### config.mk
export PLATFORM = sky130hd
export DESIGN_NAME = r_response_arbiter_flat
export DESIGN_NICKNAME = d
export VERILOG_FILES = /design/src/rtl/r_response_arbiter_if.sv /design/src/rtl/r_response_arbiter.sv /design/src/flat_wrapper.sv
export SDC_FILE = /design/constraint.sdc
export NUM_CORES = 1
export LEC_CHECK = 0
export ABC_AREA = 1
export BUFFER_PORTS_ARGS = -buffer_cell sky130_fd_sc_hd__buf_2
export CAP_MARGIN = 5
export CELL_PAD_IN_SITES_DETAIL_PLACEMENT = 1
export CELL_PAD_IN_SITES_GLOBAL_PLACEMENT = 1
export CORE_AREA = 2 2 200 202
export CTS_BUF_LIST = sky130_fd_sc_hd__clkbuf_8
export DETAILED_ROUTE_END_ITERATION = 8
export DIE_AREA = 0 0 202 204
export PLACE_DENSITY = 0.52
export SYNTH_ARGS = -nofsm -noshare
export SYNTH_HDL_FRONTEND = slang
export SYNTH_SLANG_ARGS = --single-unit
### constraint.sdc
create_clock -name clk -period 6.8 [get_ports clk]
set_input_delay 1.36 -clock clk [delete_from_list [all_inputs] [get_ports clk]]
set_output_delay 1.36 -clock clk [all_outputs]
set_load 0.03 [all_outputs]
### src/rtl/r_response_arbiter_if.sv
// AXI R-channel bundle between NUM_SRC response producers and the response FIFO.
// The master modport is the arbiter's view; the slave modport is the environment's view.
interface r_response_arbiter_if #(
   parameter int unsigned NUM_SRC    = 4,
   parameter int unsigned ID_WIDTH   = 32,
   parameter int unsigned DATA_WIDTH = 64,
   parameter int unsigned RESP_WIDTH = 2
);
   logic [NUM_SRC-1:0]            src_valid;
   logic [NUM_SRC-1:0]            src_ready;
   logic [NUM_SRC*ID_WIDTH-1:0]   src_id;
   logic [NUM_SRC*DATA_WIDTH-1:0] src_data;
   logic [NUM_SRC*RESP_WIDTH-1:0] src_resp;
   logic [NUM_SRC-1:0]            src_last;

   logic                          out_valid;
   logic                          out_ready;
   logic [ID_WIDTH-1:0]           out_id;
   logic [DATA_WIDTH-1:0]         out_data;
   logic [RESP_WIDTH-1:0]         out_resp;
   logic                          out_last;

   modport master (
      input  src_valid, src_id, src_data, src_resp, src_last, out_ready,
      output src_ready, out_valid, out_id, out_data, out_resp, out_last
   );

   modport slave (
      output src_valid, src_id, src_data, src_resp, src_last, out_ready,
      input  src_ready, out_valid, out_id, out_data, out_resp, out_last
   );
endinterface

### src/rtl/r_response_arbiter.sv
// Round-robin, burst-locked arbiter sharing one AXI R path between NUM_SRC sources.
// Grant is held until the owner's last beat is accepted; over-length bursts are flagged.
module r_response_arbiter #(
   parameter  int unsigned NUM_SRC    = 4,
   parameter  int unsigned ID_WIDTH   = 32,
   parameter  int unsigned DATA_WIDTH = 64,
   parameter  int unsigned RESP_WIDTH = 2,
   parameter  int unsigned MAX_BEATS  = 256,
   localparam int unsigned IDX_W      = (NUM_SRC > 1) ? $clog2(NUM_SRC) : 1,
   localparam int unsigned BCNT_W     = $clog2(MAX_BEATS + 1)
) (
   input  logic                 clk,
   input  logic                 rst,
   r_response_arbiter_if.master bus,
   output logic [IDX_W-1:0]     grant_idx,
   output logic                 lock_active,
   output logic [BCNT_W-1:0]    burst_beats,
   output logic                 err_overrun
);

   localparam logic [0:0] ST_IDLE   = 1'b0;
   localparam logic [0:0] ST_LOCKED = 1'b1;

   logic [0:0]        state, state_nxt;
   logic [IDX_W-1:0]  rr_ptr, rr_ptr_nxt;
   logic [IDX_W-1:0]  owner_q, owner_nxt;
   logic [BCNT_W-1:0] beats_nxt;
   logic              err_nxt;
   logic [IDX_W-1:0]  sel, cand;
   logic              accept, end_burst;

   function automatic logic [IDX_W-1:0] next_idx(input logic [IDX_W-1:0] idx);
      return (idx == IDX_W'(NUM_SRC - 1)) ? '0 : idx + IDX_W'(1);
   endfunction

   // Selection, zero-latency mux, next-state and burst bookkeeping
   always_comb begin
      sel           = rr_ptr;
      cand          = '0;
      state_nxt     = state;
      rr_ptr_nxt    = rr_ptr;
      owner_nxt     = owner_q;
      beats_nxt     = burst_beats;
      err_nxt       = err_overrun;
      bus.src_ready = '0;
      bus.out_valid = 1'b0;
      bus.out_id    = '0;
      bus.out_data  = '0;
      bus.out_resp  = '0;
      bus.out_last  = 1'b0;

      // Locked owner wins outright; otherwise scan from rr_ptr, falling back to rr_ptr
      if (state == ST_LOCKED) begin
         sel = owner_q;
      end else begin
         for (int unsigned i = NUM_SRC; i > 0; i--) begin
            cand = IDX_W'((32'(rr_ptr) + i - 1) % NUM_SRC);
            if (bus.src_valid[cand]) sel = cand;
         end
      end

      if (!rst) begin
         bus.out_valid  = bus.src_valid[sel];
         bus.out_id     = bus.src_id[32'(sel)*ID_WIDTH +: ID_WIDTH];
         bus.out_data   = bus.src_data[32'(sel)*DATA_WIDTH +: DATA_WIDTH];
         bus.out_resp   = bus.src_resp[32'(sel)*RESP_WIDTH +: RESP_WIDTH];
         bus.out_last   = bus.src_last[sel];
         bus.src_ready[sel] = bus.out_ready;
      end

      accept    = bus.out_valid & bus.out_ready;
      end_burst = accept & bus.out_last;

      case (state)
         ST_IDLE: begin
            if (end_burst) begin
               rr_ptr_nxt = next_idx(sel);
            end else if (bus.out_valid) begin
               state_nxt = ST_LOCKED;
               owner_nxt = sel;
            end
         end
         default: begin
            if (end_burst) begin
               state_nxt  = ST_IDLE;
               rr_ptr_nxt = next_idx(owner_q);
            end
         end
      endcase

      // Counter saturates; the overrun flag fires on the beat past the legal length
      if (end_burst) begin
         beats_nxt = '0;
      end else if (accept) begin
         if (burst_beats == BCNT_W'(MAX_BEATS - 1)) err_nxt = 1'b1;
         if (burst_beats != BCNT_W'(MAX_BEATS)) beats_nxt = burst_beats + BCNT_W'(1);
      end

      grant_idx   = sel;
      lock_active = (state == ST_LOCKED);
   end

   always_ff @(posedge clk or posedge rst) begin
      if (rst) begin
         state       <= ST_IDLE;
         rr_ptr      <= '0;
         owner_q     <= '0;
         burst_beats <= '0;
         err_overrun <= 1'b0;
      end else begin
         state       <= state_nxt;
         rr_ptr      <= rr_ptr_nxt;
         owner_q     <= owner_nxt;
         burst_beats <= beats_nxt;
         err_overrun <= err_nxt;
      end
   end

endmodule

### src/flat_wrapper.sv
// flat-port wrapper written by rule: the top's interface ports become plain ports
module r_response_arbiter_flat 
#(
   parameter  int unsigned NUM_SRC    = 4,
   parameter  int unsigned ID_WIDTH   = 32,
   parameter  int unsigned DATA_WIDTH = 64,
   parameter  int unsigned RESP_WIDTH = 2,
   parameter  int unsigned MAX_BEATS  = 256,
   localparam int unsigned IDX_W      = (NUM_SRC > 1) ? $clog2(NUM_SRC) : 1,
   localparam int unsigned BCNT_W     = $clog2(MAX_BEATS + 1)
)
  (clk, rst, grant_idx, lock_active, burst_beats, err_overrun, bus_src_valid, bus_src_id, bus_src_data, bus_src_resp, bus_src_last, bus_out_ready, bus_src_ready, bus_out_valid, bus_out_id, bus_out_data, bus_out_resp, bus_out_last);
  r_response_arbiter_if #(.NUM_SRC(NUM_SRC), .ID_WIDTH(ID_WIDTH), .DATA_WIDTH(DATA_WIDTH), .RESP_WIDTH(RESP_WIDTH)) bus_i ();
  input  logic clk;
  input  logic rst;
  output logic [IDX_W-1:0] grant_idx;
  output logic lock_active;
  output logic [BCNT_W-1:0] burst_beats;
  output logic err_overrun;
  input wire logic [$bits(bus_i.src_valid)-1:0] bus_src_valid;
  input wire logic [$bits(bus_i.src_id)-1:0] bus_src_id;
  input wire logic [$bits(bus_i.src_data)-1:0] bus_src_data;
  input wire logic [$bits(bus_i.src_resp)-1:0] bus_src_resp;
  input wire logic [$bits(bus_i.src_last)-1:0] bus_src_last;
  input wire logic [$bits(bus_i.out_ready)-1:0] bus_out_ready;
  output wire logic [$bits(bus_i.src_ready)-1:0] bus_src_ready;
  output wire logic [$bits(bus_i.out_valid)-1:0] bus_out_valid;
  output wire logic [$bits(bus_i.out_id)-1:0] bus_out_id;
  output wire logic [$bits(bus_i.out_data)-1:0] bus_out_data;
  output wire logic [$bits(bus_i.out_resp)-1:0] bus_out_resp;
  output wire logic [$bits(bus_i.out_last)-1:0] bus_out_last;
  assign bus_i.src_valid = bus_src_valid;
  assign bus_i.src_id = bus_src_id;
  assign bus_i.src_data = bus_src_data;
  assign bus_i.src_resp = bus_src_resp;
  assign bus_i.src_last = bus_src_last;
  assign bus_i.out_ready = bus_out_ready;
  assign bus_src_ready = bus_i.src_ready;
  assign bus_out_valid = bus_i.out_valid;
  assign bus_out_id = bus_i.out_id;
  assign bus_out_data = bus_i.out_data;
  assign bus_out_resp = bus_i.out_resp;
  assign bus_out_last = bus_i.out_last;
  r_response_arbiter #(.NUM_SRC(NUM_SRC), .ID_WIDTH(ID_WIDTH), .DATA_WIDTH(DATA_WIDTH), .RESP_WIDTH(RESP_WIDTH), .MAX_BEATS(MAX_BEATS)) u_core (.clk(clk), .rst(rst), .bus(bus_i), .grant_idx(grant_idx), .lock_active(lock_active), .burst_beats(burst_beats), .err_overrun(err_overrun));
endmodule
==> impl_metrics.prom, run 1 <==
# TYPE chip_impl_metric gauge
chip_impl_info{name="setup.worst_path.start_class",value="primary input"} 1
chip_impl_metric{name="synthesis.yosys.warnings",unit=""} 0
chip_impl_info{name="root_buffer",value="clkbuf_8"} 1
chip_impl_info{name="postSynth.topFlopCell",value="dfrtp_1"} 1
chip_impl_metric{name="worst_ir_drop_vdd",unit="mV"} 0.3911
chip_impl_info{name="timing.hold.worst_endpoint",value="u_core.err_overrun"} 1
chip_impl_info{name="critPathCaptureType",value="primary output"} 1
chip_impl_metric{name="number_of_global_route_vias_before_repair",unit=""} 8441
chip_impl_metric{name="worstPathRequired",unit="ns"} 5.44
chip_impl_metric{name="cts_made_buffers",unit=""} 3
chip_impl_metric{name="synth.cell_area",unit="mm²"} 0.004707
chip_impl_info{name="reg2reg_to",value="u_core.burst_beats[8]"} 1
chip_impl_metric{name="number_of_synthesized_flops_with_an_enable_pin",unit=""} 0
chip_impl_metric{name="initialDrtViolationCount",unit=""} 420
chip_impl_metric{name="area.growth.synth_to_final",unit="%"} 63.16
chip_impl_metric{name="finalSetupViolCount",unit=""} 0
chip_impl_metric{name="cts_setup_buffers",unit=""} 0
chip_impl_metric{name="power.static_leakage",unit="nW"} 4.081
chip_impl_metric{name="placedCellCount",unit=""} 1935
chip_impl_metric{name="p_clk_share",unit="%"} 2.0
chip_impl_metric{name="cellPowerDensity",unit="mW/mm²"} 481.7
chip_impl_metric{name="port_buffers",unit=""} 519
chip_impl_metric{name="initial_utilization",unit="%"} 12.01
chip_impl_metric{name="via_count",unit=""} 8091
chip_impl_metric{name="drive_gt1_share",unit="%"} 38.76
chip_impl_metric{name="fmax",unit="GHz"} 0.1869
chip_impl_info{name="crit_path_frequent_cell",value="nand2_1"} 1
chip_impl_metric{name="synthSimpleGateAreaFrac",unit="%"} 43.46
chip_impl_metric{name="timing.slew.headroom",unit="%"} 37.22
chip_impl_metric{name="hold_slack",unit="ns"} 0.4855
chip_impl_metric{name="cts_hold_repair.buffers",unit=""} 0
chip_impl_metric{name="die_w",unit="µm"} 202
chip_impl_metric{name="top_level_ports",unit=""} 520
chip_impl_metric{name="critical_path_depth",unit=""} 15
chip_impl_metric{name="power.switching",unit="mW"} 2.560
chip_impl_metric{name="placer_s_final_routability_congestion_estimate",unit=""} 0.8294
chip_impl_info{name="crit_path_cell_trace",value="buf_2 -> inv_1 -> o21ai_1 -> nand2_1 -> nand2_1 -> inv_2 -> nand2_1 -> nand2_1 -> nand2_1 -> nand3_4 -> nand2_8 -> buf_12 -> o21ai_0 -> a21oi_1 -> buf_2"} 1
chip_impl_metric{name="r2r_cells",unit=""} 18
chip_impl_metric{name="hold_violations",unit=""} 0
chip_impl_metric{name="detailedRoute.firstPassIterationCount",unit=""} 4
chip_impl_metric{name="worstSkewPairLatency",unit="ns"} 0.25
chip_impl_metric{name="critPathBufInv",unit=""} 5
chip_impl_metric{name="post_route_core_utilization",unit="%"} 19.60
chip_impl_metric{name="antenna_found_initial",unit=""} 8
chip_impl_metric{name="timing.final.crit_share",unit="%"} 78.68
chip_impl_metric{name="core_box_area",unit="mm²"} 0.03918
chip_impl_metric{name="fin_skew",unit="ns"} 0.003526
chip_impl_metric{name="detail_route.wl_per_cell",unit="µm"} 16.35
chip_impl_metric{name="syn_nets",unit=""} 1370
chip_impl_metric{name="nets",unit=""} 1826
chip_impl_metric{name="filler_cells_inserted",unit=""} 5170
chip_impl_metric{name="synth_compound_area_share",unit="%"} 32.38
chip_impl_metric{name="die_y",unit="µm"} 204
chip_impl_metric{name="worst-slew-pin-transition",unit="ns"} 0.9417
chip_impl_metric{name="adder_cell_share_of_the_synthesized_area",unit="%"} 2.127
chip_impl_metric{name="timing.critical_path.slowest_cell_delay",unit="ns"} 0.55
chip_impl_metric{name="arrival",unit="ns"} 3.99
chip_impl_metric{name="r2r_slack",unit="ns"} 3.47
chip_impl_metric{name="grt_overflow_total",unit=""} 0
chip_impl_metric{name="vias_per_cell",unit=""} 4.168
chip_impl_metric{name="total_power",unit="mW"} 3.699
chip_impl_metric{name="final.setup.tns",unit="ns"} 0
chip_impl_metric{name="clk_pin_slew_worst_paths",unit="ns"} 0.07
chip_impl_metric{name="total_number_of_placement_rows",unit=""} 73
chip_impl_info{name="run_status",value="complete, no violations"} 1
chip_impl_metric{name="period_minus_slack",unit="ns"} 5.351
chip_impl_metric{name="cts_resized",unit=""} 0
chip_impl_metric{name="clockBufferDepth",unit=""} 2
chip_impl_metric{name="grt_max_degree",unit=""} 205
chip_impl_metric{name="design.die.area",unit="mm²"} 0.04121
chip_impl_metric{name="internal_power",unit="mW"} 1.140
chip_impl_metric{name="post_synthesis_sequential_area_ratio",unit="%"} 7.974
chip_impl_info{name="cts_tree",value="done"} 1
chip_impl_metric{name="muxShareOfSynthArea",unit="%"} 0.2127
chip_impl_metric{name="synth.ff_latch_count",unit=""} 15
chip_impl_metric{name="fraction_of_registers_with_async_set_reset",unit="%"} 100.0
chip_impl_metric{name="ant_nets",unit=""} 0
chip_impl_metric{name="path_max_fanout",unit=""} 204
chip_impl_info{name="grt_setup_unrepaired",value="no"} 1
chip_impl_metric{name="gr-usage-all-layers",unit="%"} 14.25
chip_impl_info{name="worstHoldPathType",value="register to register"} 1
chip_impl_metric{name="count_of_unique_library_cells_instantiated_by_yosys",unit=""} 33
chip_impl_metric{name="cts.htree.levels",unit=""} 1
chip_impl_metric{name="routed_wl",unit="µm"} 31730
chip_impl_info{name="cell_with_the_largest_stage_delay_on_the_worst_path",value="buf_12"} 1
chip_impl_info{name="path_class",value="primary input to primary output"} 1
chip_impl_metric{name="number_of_remaining_drc_errors",unit=""} 0
chip_impl_info{name="worst_hold_start",value="u_core.err_overrun"} 1
chip_impl_info{name="timing.rr.start",value="u_core.rr_ptr[0]"} 1
chip_impl_metric{name="share_of_power_burned_in_combinational_logic",unit="%"} 94.1
chip_impl_metric{name="detailed_place_hpwl",unit="µm"} 25100
chip_impl_metric{name="maxCapViolations",unit=""} 0
chip_impl_metric{name="cell_count_final_fillers_out",unit=""} 1941
chip_impl_metric{name="netlist_instances",unit=""} 959
chip_impl_metric{name="numClockSinks",unit=""} 15
chip_impl_metric{name="power_switching_share",unit="%"} 69.19
chip_impl_info{name="setup.worst_path.start",value="bus_src_valid[1]"} 1
chip_impl_metric{name="seqPwrFrac",unit="%"} 4.0
chip_impl_info{name="dominant_combinational_cell_family_by_area_after_synthesis",value="simple AND/OR/NAND/NOR gates"} 1
chip_impl_metric{name="hold_path_depth",unit=""} 1
chip_impl_metric{name="grt_first_pass_wirelength",unit="µm"} 47490
chip_impl_metric{name="syn-mean-instance-area",unit="µm²"} 4.908
chip_impl_info{name="dominant_delay_contributor_by_cell_family_on_the_critical_path",value="buffers and inverters"} 1
chip_impl_metric{name="maxSlewViolCount",unit=""} 0
chip_impl_metric{name="synth-xor-area-share",unit="%"} 1.116
==> cell usage after synthesis (8+ instances only) <==
cell,n,area share (%)
a21oi_1,98,10
buf_2,31,3.3
buf_6,16,3.8
clkbuf_1,27,2.2
dfrtp_1,15,8.0
ha_1,8,2.1
inv_1,26,2.1
nand2_1,74,5.9
nand3_1,24,2.6
nand4_1,11,1.5
nor2_1,399,32
o21ai_0,169,18
o21ai_1,31,3.3
==> layout by cell type (no fill, tap or decap), drive strengths merged, types with 2 or more instances in the layout <==
cell | synthesis | routed
diode | 0 | 2
nand2 | 77 | 77
xor2 | 4 | 4
buf | 52 | 530
inv | 30 | 30
nand4 | 11 | 11
nor2 | 400 | 400
ha | 8 | 8
o21ai | 201 | 201
a21oi | 99 | 99
dfrtp | 15 | 15
xnor2 | 2 | 2
clkbuf | 27 | 3
nand3 | 26 | 26
==> layout make-up <==
type	instances	area, µm²	share of cell area [%]
inverters	30	120.1	1.564
well taps	525	656.9	8.553
multi-input cells	835	3756	48.91
clock buffers	3	41.29	0.5376
repair buffers	530	2720	35.42
diodes	2	5.005	0.06517
flip-flops and latches	15	375.4	4.888
clock inverters	1	5.005	0.06517
==> flip-flops by register name, summed over array words and instances (netlist names) <==
| register | flops |
|---|---|
| u_core.err_overrun | 1 |
| u_core.rr_ptr | 2 |
| u_core.owner_q | 2 |
| u_core.lock_active | 1 |
| u_core.burst_beats | 9 |
==> power groups by stage <==
stage                     combinational (mW)  sequential, mW  clock, mW
after CTS                               3.54           0.148     0.0781
after detailed placement                3.53           0.149          0
after global placement                  3.51           0.148          0
after floorplan                         2.59           0.156          0
final                                   3.48           0.147     0.0731
after global routing                    3.90           0.153     0.0824
==> worst register-to-register path, delay by kind of cell, from the launching register on <==
kind | cells | cell delay [ns]
simple gates | 14 | 1.70
buf+inv | 2 | 0.59
flops | 1 | 0.57
compound gates | 2 | 0.37
==> logic make-up after synthesis <==
group / after synthesis
adders and majority gates: 8
muxes: 1
DFF: 15
AOI/OAI and AO/OA: 302
and+or+nand+nor: 518
xor gates and xnor gates: 6
buffers and inverters: 109
==> worst max-delay path by stage <==
stage                                  end  slack (ns)
after floorplan             bus_out_id[23]        2.25
after global placement    bus_out_data[25]        1.48
after detailed placement      bus_out_last        1.49
after CTS                 bus_out_data[25]        1.49
after global routing      bus_out_data[29]        1.21
final                      bus_out_data[9]        1.45
==> stage by stage <==
step	cell area [µm²]	worst slack [ns]
after floorplan	4707	2.245
after global placement	7629	1.482
after detailed placement	7629	1.492
after CTS	7675	1.489
after global routing	7677	1.214
final	7680	1.449
==> layer usage <==
layer | global-route usage (%) | up-vias | part of all wire, %
met4 | 2.285 | 10 | 1.5
met1 | 16.91 | 3669 | 41
met5 | 0 | - | 0.20
li1 | - | 4050 | -
met2 | 26.35 | 332 | 49
met3 | 3.332 | 30 | 7.6
(Power assumes the default switching activity.)
==> run 2, diff against run 1 <==
--- a/config.mk
+++ b/config.mk
@@ -10,11 +10,11 @@
 export CAP_MARGIN = 5
 export CELL_PAD_IN_SITES_DETAIL_PLACEMENT = 1
 export CELL_PAD_IN_SITES_GLOBAL_PLACEMENT = 1
-export CORE_AREA = 2 2 200 202
+export CORE_AREA = 2 2 202 204
 export CTS_BUF_LIST = sky130_fd_sc_hd__clkbuf_8
 export DETAILED_ROUTE_END_ITERATION = 8
-export DIE_AREA = 0 0 202 204
-export PLACE_DENSITY = 0.52
+export DIE_AREA = 0 0 204 206
+export PLACE_DENSITY = 0.53
 export SYNTH_ARGS = -nofsm -noshare
 export SYNTH_HDL_FRONTEND = slang
 export SYNTH_SLANG_ARGS = --single-unit
==> constraint.sdc (replaced) <==
create_clock -name clk -period 4.38 [get_ports clk]
set_input_delay 0.876 -clock clk [delete_from_list [all_inputs] [get_ports clk]]
set_output_delay 0.876 -clock clk [all_outputs]
set_load 0.03 [all_outputs]
==> impl_metrics.prom, run 2 (synthesis results as in run 1) <==
# TYPE chip_impl_metric gauge
chip_impl_metric{name="ant_nets",unit=""} 0
chip_impl_metric{name="number_of_global_route_vias_before_repair",unit=""} 8387
chip_impl_metric{name="vias_per_cell",unit=""} 4.181
chip_impl_metric{name="detailed_place_hpwl",unit="µm"} 26650
chip_impl_metric{name="numClockSinks",unit=""} 15
chip_impl_metric{name="grt_overflow_total",unit=""} 0
chip_impl_metric{name="nets",unit=""} 1848
chip_impl_metric{name="drive_gt1_share",unit="%"} 39.76
chip_impl_info{name="grt_setup_unrepaired",value="no"} 1
chip_impl_metric{name="routed_wl_met2",unit="µm"} 16960
chip_impl_metric{name="cts_made_buffers",unit=""} 3
chip_impl_metric{name="total_number_of_placement_rows",unit=""} 74
chip_impl_metric{name="detailroute.wirelength.met3",unit="µm"} 2232
chip_impl_metric{name="grt_max_degree",unit=""} 76
chip_impl_metric{name="largest_register_ffs",unit=""} 9
chip_impl_info{name="run_status",value="complete, no violations"} 1
chip_impl_metric{name="power.static_leakage",unit="nW"} 4.232
chip_impl_metric{name="via_count",unit=""} 8236
chip_impl_info{name="critPathCaptureType",value="primary output"} 1
chip_impl_metric{name="clk_pin_slew_worst_paths",unit="ns"} 0.06
chip_impl_metric{name="period_minus_slack",unit="ns"} 4.021
chip_impl_info{name="path_class",value="primary input to primary output"} 1
chip_impl_metric{name="port_buffers",unit=""} 519
chip_impl_metric{name="total_power",unit="mW"} 6.115
chip_impl_metric{name="initial_utilization",unit="%"} 11.71
chip_impl_metric{name="cellPowerDensity",unit="mW/mm²"} 767.2
chip_impl_metric{name="cts_setup_buffers",unit=""} 0
chip_impl_metric{name="maxCapViolations",unit=""} 0
chip_impl_metric{name="die_y",unit="µm"} 206
chip_impl_metric{name="wirelength_met1",unit="µm"} 13150
chip_impl_metric{name="placer_s_final_routability_congestion_estimate",unit=""} 0.8049
chip_impl_info{name="root_buffer",value="clkbuf_8"} 1
chip_impl_metric{name="gr-usage-all-layers",unit="%"} 14.21
chip_impl_metric{name="die_w",unit="µm"} 204
chip_impl_metric{name="routed_wl",unit="µm"} 32590
chip_impl_metric{name="final.setup.tns",unit="ns"} 0
chip_impl_metric{name="fmax",unit="GHz"} 0.2487
chip_impl_info{name="route.top_layer_used",value="met4"} 1
chip_impl_metric{name="core_box_area",unit="mm²"} 0.04018
chip_impl_metric{name="arrival",unit="ns"} 3.14
chip_impl_info{name="setup.worst_path.start_class",value="primary input"} 1
chip_impl_metric{name="post_route_core_utilization",unit="%"} 19.83
chip_impl_metric{name="top_level_ports",unit=""} 520
chip_impl_metric{name="initialDrtViolationCount",unit=""} 375
chip_impl_metric{name="area.growth.synth_to_final",unit="%"} 69.32
chip_impl_metric{name="design.die.area",unit="mm²"} 0.04202
chip_impl_metric{name="worstPathRequired",unit="ns"} 3.50
chip_impl_metric{name="timing.final.crit_share",unit="%"} 91.80
chip_impl_metric{name="finalSetupViolCount",unit=""} 0
chip_impl_info{name="cts_tree",value="done"} 1
chip_impl_metric{name="antenna_found_initial",unit=""} 6
chip_impl_metric{name="cts.htree.levels",unit=""} 1
chip_impl_info{name="biggestRegsByFlops",value="u_core.burst_beats (9), u_core.owner_q (2), u_core.rr_ptr (2)"} 1
chip_impl_metric{name="path_max_fanout",unit=""} 29
chip_impl_metric{name="grt_first_pass_wirelength",unit="µm"} 47380
chip_impl_metric{name="number_of_remaining_drc_errors",unit=""} 0
chip_impl_metric{name="worstSkewPairLatency",unit="ns"} 0.25
chip_impl_info{name="layout.cells.most_common",value="buf_2"} 1
chip_impl_metric{name="worst-slew-pin-transition",unit="ns"} 0.6139
chip_impl_metric{name="detailedRoute.firstPassIterationCount",unit=""} 5
chip_impl_metric{name="worst_ir_drop_vdd",unit="mV"} 0.2577
chip_impl_info{name="mostFrequentLayoutCells",value="518 x buf_2, 399 x nor2_1, 169 x o21ai_0, 97 x a21oi_1, 73 x nand2_1"} 1
chip_impl_metric{name="clockBufferDepth",unit=""} 2
chip_impl_metric{name="fin_skew",unit="ns"} 0.004699
chip_impl_info{name="registers.top_by_ff_count",value="u_core.burst_beats"} 1
chip_impl_metric{name="detail_route.wl_per_cell",unit="µm"} 16.55
chip_impl_metric{name="hold_violations",unit=""} 0
chip_impl_info{name="worstHoldPathType",value="register to register"} 1
chip_impl_metric{name="timing.slew.headroom",unit="%"} 59.07
chip_impl_metric{name="maxSlewViolCount",unit=""} 0
[run 2: final timing paths]
path,startpoint,cells after the start,slack (ns),end
worst max-delay path,bus_src_valid[1],18,0.36,bus_out_id[23]
min in group asynchronous,rst,2,0.64,u_core.err_overrun
worst max register to register,u_core.rr_ptr[0],19,1.41,u_core.burst_beats[1]
worst min register to register,u_core.err_overrun,1,0.50,u_core.err_overrun
worst min-delay path,u_core.err_overrun,1,0.50,u_core.err_overrun
max in group asynchronous,rst,3,3.31,u_core.burst_beats[2]
[run 2: cell type report]
type,count,area (µm²)
sequential,15,375.4
antenna,2,5.005
clock buffer,3,41.29
inverter,30,120.1
timing repair buffer,552,2998
tap,532,665.6
fill,5341,32210
multi-input combinational,835,3760
clock inverter,1,5.005
[run 2: what timing repair did]
action | CTS | global route
gates resized for setup | 0 | 1
hold buffers | 0 | 0
setup endpoints to repair | 0 | 1
[run 2: routing by layer]
layer,vias to the layer above,global-route usage [%]
li1,4095,-
met1,3777,16.70
met3,20,2.223
met4,0,1.786
met2,344,27.56
met5,-,0
[run 2: power by group]
group / switching, mW / internal (mW)
logic: 3.95 / 1.82
registers: 0.0568 / 0.172
clock network: 0.0534 / 0.0631
total: 4.06 / 2.06
[run 2: through the flow]
| stage | area [µm²] | cells | hold slack, ns | setup WS, ns |
|---|---|---|---|---|
| 2_1_floorplan | 4707 | 959 | 0.4618 | 0.7931 |
| 3_3_place_gp | 7915 | 1964 | 0.4737 | 0.3649 |
| 3_5_place_dp | 7915 | 1964 | 0.4799 | 0.3292 |
| 4_1_cts | 7961 | 1968 | 0.4988 | 0.3247 |
| 5_1_grt | 7970 | 1970 | 0.5170 | 0.01317 |
| 6_report | 7970 | 1970 | 0.5017 | 0.3591 |
[run 2: critical path, cell delays in order]
cell and delay, ns:
buf_2 0.09, inv_1 0.06, o21ai_1 0.17, nand2_1 0.11
nand2_1 0.08, nand2_1 0.05, nand2_1 0.07, nand3_1 0.11
nand3_4 0.19, nand2_8 0.11, inv_6 0.17, buf_12 0.19
buf_12 0.19, nor2_1 0.06, nor2_1 0.13, o21ai_0 0.11
a21oi_1 0.14, buf_2 0.21
==> run 3, diff against run 2 <==
--- a/config.mk
+++ b/config.mk
@@ -15,6 +15,8 @@
 export DETAILED_ROUTE_END_ITERATION = 8
 export DIE_AREA = 0 0 204 206
 export PLACE_DENSITY = 0.53
+export REMOVE_ABC_BUFFERS = 1
+export SLEW_MARGIN = 25
 export SYNTH_ARGS = -nofsm -noshare
 export SYNTH_HDL_FRONTEND = slang
 export SYNTH_SLANG_ARGS = --single-unit
==> impl_metrics.prom, run 3 (synthesis results as in run 1) <==
# TYPE chip_impl_metric gauge
chip_impl_info{name="crit_path_frequent_cell",value="nand2_1"} 1
chip_impl_metric{name="grt_max_degree",unit=""} 107
chip_impl_metric{name="numClockSinks",unit=""} 15
chip_impl_metric{name="timing.critical_path.slowest_cell_delay",unit="ns"} 0.30
chip_impl_metric{name="initial_utilization",unit="%"} 11.71
chip_impl_metric{name="total_power",unit="mW"} 5.847
chip_impl_metric{name="drive_gt1_share",unit="%"} 38.97
chip_impl_metric{name="detailedRoute.firstPassIterationCount",unit=""} 4
chip_impl_metric{name="worst-slew-pin-transition",unit="ns"} 0.5065
chip_impl_metric{name="clockBufferDepth",unit=""} 2
chip_impl_metric{name="die_w",unit="µm"} 204
chip_impl_metric{name="sequential_cell_area_in_the_final_layout",unit="µm²"} 375.4
chip_impl_metric{name="timing.slew.headroom",unit="%"} 66.24
chip_impl_metric{name="cts_resized",unit=""} 0
chip_impl_metric{name="total_number_of_placement_rows",unit=""} 74
chip_impl_metric{name="period_minus_slack",unit="ns"} 4.024
chip_impl_metric{name="final.setup.tns",unit="ns"} 0
chip_impl_metric{name="placedCellCount",unit=""} 1947
chip_impl_info{name="setup.worst_path.start_class",value="primary input"} 1
chip_impl_metric{name="maxCapViolations",unit=""} 0
chip_impl_metric{name="worstSkewPairLatency",unit="ns"} 0.25
chip_impl_metric{name="cts_made_buffers",unit=""} 3
chip_impl_info{name="registers.top_by_ff_count",value="u_core.burst_beats"} 1
chip_impl_metric{name="fmax",unit="GHz"} 0.2485
chip_impl_metric{name="core_box_area",unit="mm²"} 0.04018
chip_impl_metric{name="design.die.area",unit="mm²"} 0.04202
chip_impl_metric{name="gr-usage-all-layers",unit="%"} 13.84
chip_impl_info{name="biggestRegsByFlops",value="u_core.burst_beats (9), u_core.owner_q (2), u_core.rr_ptr (2)"} 1
chip_impl_metric{name="post_route_core_utilization",unit="%"} 19.51
chip_impl_metric{name="hold_violations",unit=""} 0
chip_impl_metric{name="placer_s_final_routability_congestion_estimate",unit=""} 0.9216
chip_impl_metric{name="via_count",unit=""} 8095
chip_impl_info{name="root_buffer",value="clkbuf_8"} 1
chip_impl_metric{name="maxSlewViolCount",unit=""} 0
chip_impl_metric{name="number_of_remaining_drc_errors",unit=""} 0
chip_impl_info{name="crit_path_cell_trace",value="buf_2 -> inv_1 -> o21ai_1 -> nand2_1 -> nand2_1 -> inv_2 -> nand2_1 -> nand2_1 -> nand2_1 -> nand3_4 -> nand2_8 -> buf_12 -> o21ai_0 -> a21oi_1 -> buf_2"} 1
chip_impl_metric{name="finalSetupViolCount",unit=""} 0
chip_impl_metric{name="fin_skew",unit="ns"} 0.006000
chip_impl_metric{name="area.growth.synth_to_final",unit="%"} 66.53
chip_impl_metric{name="cts_hold_repair.buffers",unit=""} 0
chip_impl_metric{name="nets",unit=""} 1831
chip_impl_info{name="worstHoldPathType",value="register to register"} 1
chip_impl_metric{name="cellPowerDensity",unit="mW/mm²"} 745.9
chip_impl_metric{name="antenna_found_initial",unit=""} 14
chip_impl_metric{name="ant_nets",unit=""} 0
chip_impl_metric{name="number_of_global_route_vias_before_repair",unit=""} 8107
chip_impl_metric{name="worstPathRequired",unit="ns"} 3.50
chip_impl_metric{name="largest_register_ffs",unit=""} 9
chip_impl_metric{name="timing.final.crit_share",unit="%"} 91.87
chip_impl_metric{name="clk_pin_slew_worst_paths",unit="ns"} 0.07
chip_impl_info{name="grt_setup_unrepaired",value="no"} 1
chip_impl_metric{name="r2r_slack",unit="ns"} 1.54
chip_impl_metric{name="detailed_place_hpwl",unit="µm"} 24900
chip_impl_metric{name="grt_first_pass_wirelength",unit="µm"} 46400
chip_impl_metric{name="routed_wl",unit="µm"} 31520
chip_impl_info{name="critPathCaptureType",value="primary output"} 1
chip_impl_metric{name="arrival",unit="ns"} 3.15
chip_impl_metric{name="cts.htree.levels",unit=""} 1
chip_impl_metric{name="grt_overflow_total",unit=""} 0
chip_impl_metric{name="die_y",unit="µm"} 206
chip_impl_metric{name="port_buffers",unit=""} 519
chip_impl_metric{name="filler_cells_inserted",unit=""} 5343
chip_impl_metric{name="power.static_leakage",unit="nW"} 4.132
chip_impl_info{name="mostFrequentLayoutCells",value="518 x buf_2, 399 x nor2_1, 169 x o21ai_0, 98 x a21oi_1, 73 x nand2_1"} 1
chip_impl_metric{name="multi_input_area",unit="mm²"} 0.003756
chip_impl_info{name="run_status",value="complete, no violations"} 1
chip_impl_metric{name="cts_setup_buffers",unit=""} 0
chip_impl_info{name="layout.cells.most_common",value="buf_2"} 1
chip_impl_metric{name="worst_ir_drop_vdd",unit="mV"} 0.3559
chip_impl_metric{name="cell_count_final_fillers_out",unit=""} 1962
chip_impl_metric{name="top_level_ports",unit=""} 520
chip_impl_info{name="cts_tree",value="done"} 1
chip_impl_info{name="cell_with_the_largest_stage_delay_on_the_worst_path",value="buf_12"} 1
chip_impl_metric{name="path_max_fanout",unit=""} 106
chip_impl_metric{name="initialDrtViolationCount",unit=""} 431
chip_impl_metric{name="vias_per_cell",unit=""} 4.126
chip_impl_metric{name="detail_route.wl_per_cell",unit="µm"} 16.07
chip_impl_info{name="path_class",value="primary input to primary output"} 1
-- run 3: worst paths after layout --
path,startpoint,endpoint,cells after the start
worst max register to register,u_core.rr_ptr[0],u_core.burst_beats[7],18
max in group asynchronous,rst,u_core.burst_beats[2],3
worst min register to register,u_core.err_overrun,u_core.err_overrun,1
min in group asynchronous,rst,u_core.owner_q[1],2
worst max-delay path,bus_src_valid[1],bus_out_id[1],15
worst min-delay path,u_core.err_overrun,u_core.err_overrun,1
-- run 3: power breakdown --
group | switching [mW] | internal (mW)
Clock | 0.0529 | 0.0640
Combinational | 3.85 | 1.65
Sequential | 0.0524 | 0.172
Total | 3.96 | 1.89
-- run 3: final cells by class --
class | count | share of cell area, %
well taps | 532 | 8.492
flip-flops and latches | 15 | 4.789
multi-input cells | 835 | 47.92
clock buffers | 3 | 0.5267
repair buffers | 535 | 36.30
diodes | 11 | 0.3512
inverters | 30 | 1.532
clock inverters | 1 | 0.09577
-- run 3: through the flow --
stage	cell area [µm²]	hold slack (ns)	setup WS, ns
floorplan	4225	0.4618	-0.9261
global placement	7762	0.4694	0.3243
detailed placement	7762	0.4740	0.3223
CTS	7811	0.4969	0.3074
global route	7836	0.5279	0.1028
finish	7839	0.4841	0.3559
-- run 3: per-layer routing --
layer / wire length (µm) / global-route usage (%) / part of all wire, %
met2: 15590 / 25.12 / 49
met3: 2180 / 2.412 / 6.9
met5: 24 / 0 / 0.076
met4: 552 / 3.261 / 1.8
met1: 13170 / 16.91 / 42
-- run 3: critical path, delay by kind of cell --
family	cells	cell delay [ns]
compound gates	3	0.66
buf+inv	5	0.70
simple gates	7	0.75
